$ cat src/rtl/imem_loader_pkg.sv
// Shared types and constants for the instruction-memory loader.
package imem_loader_pkg;

    typedef enum logic [1:0] {
        IDLE,
        RECV,
        WRITE,
        DONE
    } loader_state_t;

    localparam int INSTR_W        = 32;
    localparam int BYTES_PER_WORD = 4;

endpackage

$ cat src/rtl/imem_loader_byte_packer.sv
// Assembles four consecutive bytes into one little-endian instruction word.
module byte_packer
    import imem_loader_pkg::*;
(
    input  logic               clk,
    input  logic               reset,
    input  logic               clear,
    input  logic               load,
    input  logic [7:0]         byte_in,
    output logic [INSTR_W-1:0] word_out,
    output logic               full
);

    logic [1:0]         idx_q;
    logic [INSTR_W-1:0] word_q;

    // The word is kept across clear so the last written instruction stays visible.
    always_ff @(posedge clk or posedge reset) begin
        if (reset) begin
            idx_q  <= '0;
            word_q <= '0;
        end else if (clear) begin
            idx_q  <= '0;
        end else if (load) begin
            word_q[{idx_q, 3'b000} +: 8] <= byte_in;
            idx_q                        <= idx_q + 2'd1;
        end
    end

    // Flags the load that completes the word, so the caller can react on the same edge.
    assign full     = load & ~clear & (idx_q == 2'(BYTES_PER_WORD - 1));
    assign word_out = word_q;

endmodule

$ cat src/rtl/imem_loader.sv
// Streams program bytes into instruction memory, holding the CPU until the load completes.
module imem_loader
    import imem_loader_pkg::*;
#(
    parameter  int MEM_SIZE = 16,
    parameter  int ADR_W    = 64,
    localparam int CW       = $clog2(MEM_SIZE + 1)
) (
    input  logic               clk,
    input  logic               reset,
    input  logic               start,
    input  logic [CW-1:0]      num_words,
    input  logic               byte_valid,
    input  logic [7:0]         byte_data,
    output logic               byte_ready,
    output logic               imem_we,
    output logic [ADR_W-1:0]   imem_adr,
    output logic [INSTR_W-1:0] imem_wdata,
    output logic               busy,
    output logic               done,
    output logic               cpu_hold,
    output logic [CW-1:0]      word_count
);

    loader_state_t  state_q, state_d;
    logic [CW-1:0]  len_q, len_d;
    logic [CW-1:0]  count_q, count_d;
    logic [CW+1:0]  adr_q, adr_d;
    logic [CW-1:0]  clampedLen;
    logic           packClear;
    logic           packLoad;
    logic           packFull;

    assign clampedLen = (num_words > CW'(MEM_SIZE)) ? CW'(MEM_SIZE) : num_words;
    assign packLoad   = (state_q == RECV) & byte_valid;

    byte_packer u_packer (
        .clk      (clk),
        .reset    (reset),
        .clear    (packClear),
        .load     (packLoad),
        .byte_in  (byte_data),
        .word_out (imem_wdata),
        .full     (packFull)
    );

    always_ff @(posedge clk or posedge reset) begin
        if (reset) begin
            state_q <= IDLE;
            len_q   <= '0;
            count_q <= '0;
            adr_q   <= '0;
        end else begin
            state_q <= state_d;
            len_q   <= len_d;
            count_q <= count_d;
            adr_q   <= adr_d;
        end
    end

    // Outputs decode from the state register only, keeping byte_valid off any output path.
    always_comb begin
        state_d    = state_q;
        len_d      = len_q;
        count_d    = count_q;
        adr_d      = adr_q;
        packClear  = 1'b0;
        byte_ready = 1'b0;
        imem_we    = 1'b0;
        busy       = 1'b0;
        done       = 1'b0;
        case (state_q)
            IDLE, DONE: begin
                done = (state_q == DONE);
                if (start) begin
                    len_d     = clampedLen;
                    count_d   = '0;
                    packClear = 1'b1;
                    state_d   = (clampedLen == '0) ? DONE : RECV;
                end
            end
            RECV: begin
                byte_ready = 1'b1;
                busy       = 1'b1;
                if (packFull) begin
                    adr_d   = {count_q, 2'b00};
                    state_d = WRITE;
                end
            end
            WRITE: begin
                imem_we = 1'b1;
                busy    = 1'b1;
                count_d = count_q + CW'(1);
                state_d = (count_q + CW'(1) == len_q) ? DONE : RECV;
            end
            default: state_d = IDLE;
        endcase
    end

    assign cpu_hold   = busy;
    assign word_count = count_q;
    assign imem_adr   = ADR_W'(adr_q);

endmodule

$ cat config.mk
export PLATFORM = sky130hd
export DESIGN_NAME = imem_loader
export DESIGN_NICKNAME = d
export VERILOG_FILES = /design/src/rtl/imem_loader_pkg.sv /design/src/rtl/imem_loader_byte_packer.sv /design/src/rtl/imem_loader.sv
export SDC_FILE = /design/constraint.sdc
export NUM_CORES = 1
export LEC_CHECK = 0
export ABC_AREA = 1
export BUFFER_PORTS_ARGS = -buffer_cell sky130_fd_sc_hd__buf_4
export CORE_ASPECT_RATIO = 0.7
export CORE_MARGIN = 2
export CORE_UTILIZATION = 44
export CTS_CLUSTER_SIZE = 30
export DETAILED_ROUTE_END_ITERATION = 10
export MAX_ROUTING_LAYER = met4
export PLACE_DENSITY = 0.75
export RECOVER_POWER = 50
export SLEW_MARGIN = 20
export SYNTH_ARGS = -nofsm -noshare
export SYNTH_HDL_FRONTEND = slang
export SYNTH_HIERARCHICAL = 1
export SYNTH_SLANG_ARGS = --single-unit
$ cat constraint.sdc
create_clock -name clk -period 1.7 [get_ports clk]
set_input_delay 0.425 -clock clk [delete_from_list [all_inputs] [get_ports clk]]
set_output_delay 0.425 -clock clk [all_outputs]
set_load 0.03 [all_outputs]
==> results <==
- The worst path required time is between 1 and 1.5 ns.
- The count of filler cells inserted in the layout is 617.
- Once detail routing completed, the nets flagged for antenna violations numbered 0.
- The number of hold-repair buffers added at the cts stage is 0.
- The worst setup path is captured at an output port.
- The post-route setup TNS is 0 ns.
- The leakage power of the design is around 0.0019 µW.
- Counting along the longest clock path gives a buffer depth of 2.
- Walking the worst path, the cells encountered are ha_4, inv_4, buf_6.
- The synthesized instance count is 369.
- The number of buffers created by CTS is 5.
- The run finished with clean final reports.
- Entering global routing, the biggest net connects 35 pins.
- The initial antenna violation count is 0.
- Routability-driven placement finished with a final weighted congestion of 0.832.
- The number of global-route vias before repair is about 2.2k.
- By startpoint and endpoint, the worst setup path is classified as reg -> out.
- The starting DRC count in detailed routing is 107.
- The final-stage net count is 473.
- The remaining design rule violation count is 0.
- The routed design has ~6.5 mm of wire.
- The final setup violation count is 0.
- Of the cells placed in the final design, the portion with a size suffix greater than 1 is 0.196.
- The post-route worst hold slack is 0.224 ns.
- The total count of hold-check failures in the final report was 0.
- The first TritonRoute pass finished after 4 iterations.
- The H-tree depth reported by CTS is 2.
- The slew at the pin closest to its max-slew limit is around 0.82 ns.
- The synthesized design spends more area on one cell type than any other, namely sky130_fd_sc_hd__dfrtp_1.
- During I/O placement, the number of pins put on the boundary was 123.
- The number of unique standard cell types used by synthesis is 26.
- Clock latency on the worst-skew pair, taken at its later pin, is 0.30 ns.
- The library cells used most frequently in the layout, excluding fill and tap cells, are sky130_fd_sc_hd__nand2_1 (102), sky130_fd_sc_hd__conb_1 (59), sky130_fd_sc_hd__dfrtp_1 (51).
- The final route contains 2,412 vias.
- The arrival time at the worst endpoint is 1.22 ns.
- The overflow left after global routing is 0.
- The number of max-slew violations in the final report is 0.
- In the post-synthesis netlist, the biggest area contributors are sky130_fd_sc_hd__dfrtp_1 (43%), sky130_fd_sc_hd__buf_4 (15%), sky130_fd_sc_hd__nand2_1 (13%).
- Of the available clock period, the critical path in the final layout requires 0.966.
- The area growth from synthesis to layout is 16.4%.
- Of the synthesized area, sequential elements account for 0.430.
- The cell type of the slowest stage on the worst timing path is sky130_fd_sc_hd__dfrtp_1.
- The initial core utilization is 0.466.
- The overall die height is between 70 and 80 µm.
- The number of synthesized flops with an enable pin is 0.
- The average cell area after synthesis is between 8 and 9 µm².
- The floorplan die area is 0.00743 mm².
- The die is 102 µm wide.
- Counting flops with an async set or reset pin after synthesis yields a share of 1.00.
- In the global route stage, overall resource usage came out at 0.186.
- Measured against its own limit, the worst slew margin works out to 0.455.
- For the worst flop-to-flop path, the logic depth is 10.
- The multi-input combinational cells in the finished layout cover a total of between 0.001 and 0.0015 mm².
- Dividing the detail-routed via count by the number of cells gives 4.50.
- The site row count is 24.
- Registers take 0.00128 mm².
- Counting I/O delays and the setup requirement, the final critical path takes roughly 1.6 ns.
- The wire length per cell after detailed routing is 12.1 µm.
- Once layout is complete, the cells apart from fillers number 536.
- At the end of the flow the core is filled with cells to 0.543.
- The tool flagged a number of max-cap violations equal to 0.
- The startpoint identified for the worst register-to-register timing path is state_q[1].
- Among all flip-flop cells after synthesis, the most frequent one is sky130_fd_sc_hd__dfrtp_1.
- The largest stage delay on the critical path is approximately 0.43 ns.
- The highest clock frequency the design can meet is 609 MHz.
- In this run, placement finished with an instance count of 530.
- The total power divided by cell area is 1450 mW/mm².
- Setup repair after global routing left no endpoint under its margin.
- The maximum net fanout on the critical path is 4.
- For the final database, setup skew stands at roughly 0.0056 ns.
- The first global-routing pass estimated 10.4 mm of wire.
- Summed over all nets, the half-perimeter wirelength after detailed placement is 5.13 mm.
- The synthesis warning total is 6.
- The clock tree root driver cell is sky130_fd_sc_hd__clkbuf_8.
- The repair_antennas step left the layout with diodes totalling 0.
- The highest ir drop seen on vdd is between 0.5 and 0.6 mV.
- The post-synthesis instance area is 0.00297 mm².
- In this run the critical register-to-register path is captured at state_q[1].
- The standard cell core area is 0.00637 mm².
- The nature of the critical path startpoint is a flop.
- The number of port buffers is 63.
- After synthesis the netlist holds a flip-flop and latch count of about 50.
- The classification of the worst-slack hold path is in -> async.
- The number of sinks on the clock net is 51.
- The share of the synthesized area in the top cell type is 0.430.
- Clock-pin slew was measured on the worst setup and hold paths at 0.08 ns.
- Leaving out fill and tap cells, the most frequent cell in the layout is sky130_fd_sc_hd__nand2_1.
- TritonCTS built the clock tree.
- The slack of the worst reg-to-reg path is ~0.11 ns.
[worst max path at each step]
stage          startpoint                   end  slack (ns)  cells past startpoint
2_1_floorplan  state_q[0]            state_q[1]       0.003                     11
3_5_place_dp   state_q[1]              adr_q[5]        0.02                      9
5_1_grt        state_q[1]  u_packer/word_out[1]       0.001                     10
6_report       state_q[1]                  busy        0.06                      3
3_3_place_gp   state_q[1]  u_packer/word_out[6]        0.08                      9
4_1_cts        state_q[1]            byte_ready        0.01                      5
[stage by stage]
stage	power [µW]	worst slack, ns	cell area [µm²]
after floorplan	3530	0.00257	3200
after global placement	4160	0.0781	3400
after detailed placement	4210	0.0158	3400
after CTS	5020	0.0134	3530
after global routing	5360	0.00115	3450
final	5000	0.0583	3450
[routing by layer]
metal  track usage  vias up  wire length [µm]  share of wire
met1         0.281     1103              3040           0.47
met4        0.0593        0                79          0.012
met3        0.0412        7               546          0.084
met5             -        -                 0              0
met2         0.246      107              2840           0.44
li1              -     1195                 -              -
[state kept, by name, summed over array words and instances, names as in the netlist]
register and cells:
u_packer/word_out 32, adr_q 5, len_q 5, word_count 5
state_q 2, u_packer/idx_q 2
[kinds of logic (layout without fill, tap and decap cells)]
family          Yosys count  count (layout)  synth area share
fa+ha+maj                10              10            0.0422
xor+xnor                  1               1           0.00295
simple gates            171             171             0.254
flops                    51              51             0.430
compound gates           29              29            0.0519
other cells               1              59           0.00126
buf+inv                 106             124             0.218
[layout make-up]
| cell class | count | area share |
|---|---|---|
| multi-input cells | 270 | 0.383 |
| well taps | 91 | 0.0330 |
| inverters | 42 | 0.0485 |
| clock buffers | 6 | 0.0210 |
| flip-flops and latches | 51 | 0.369 |
| repair buffers | 76 | 0.145 |
[report_power, final]
part           internal (µW)  leakage (µW)  switching [µW]
registers               1440      0.000694             166
clock network            275     0.0000371             362
logic                    931       0.00115            1820
[worst max-delay path, delay by kind of cell (launching register included)]
family     cells  cell delay, ns
flops          1            0.43
fa+ha+maj      1            0.32
buf+inv        2            0.18
[Yosys cell counts (2+ instances only)]
master	number
sky130_fd_sc_hd__nand2_1	105
sky130_fd_sc_hd__buf_4	61
sky130_fd_sc_hd__dfrtp_1	51
sky130_fd_sc_hd__inv_1	39
sky130_fd_sc_hd__nand3_1	29
sky130_fd_sc_hd__o21ai_0	20
sky130_fd_sc_hd__nor2_1	13
sky130_fd_sc_hd__ha_1	10
sky130_fd_sc_hd__nor3_1	9
sky130_fd_sc_hd__nand4_1	4
sky130_fd_sc_hd__o22ai_1	4
sky130_fd_sc_hd__nand2_2	3
sky130_fd_sc_hd__nor2_4	3
sky130_fd_sc_hd__a21oi_1	2
sky130_fd_sc_hd__buf_6	2
sky130_fd_sc_hd__inv_2	2
sky130_fd_sc_hd__nand3_2	2
sky130_fd_sc_hd__o21ai_1	2
[timing repair]
item,CTS,global route
pin swaps,1,3
endpoints found under the setup margin,3,25
endpoints found under the hold margin,0,0
resized for setup,13,9
buffers inserted,2,0
No activity file was read; power rests on OpenSTA's default activity.
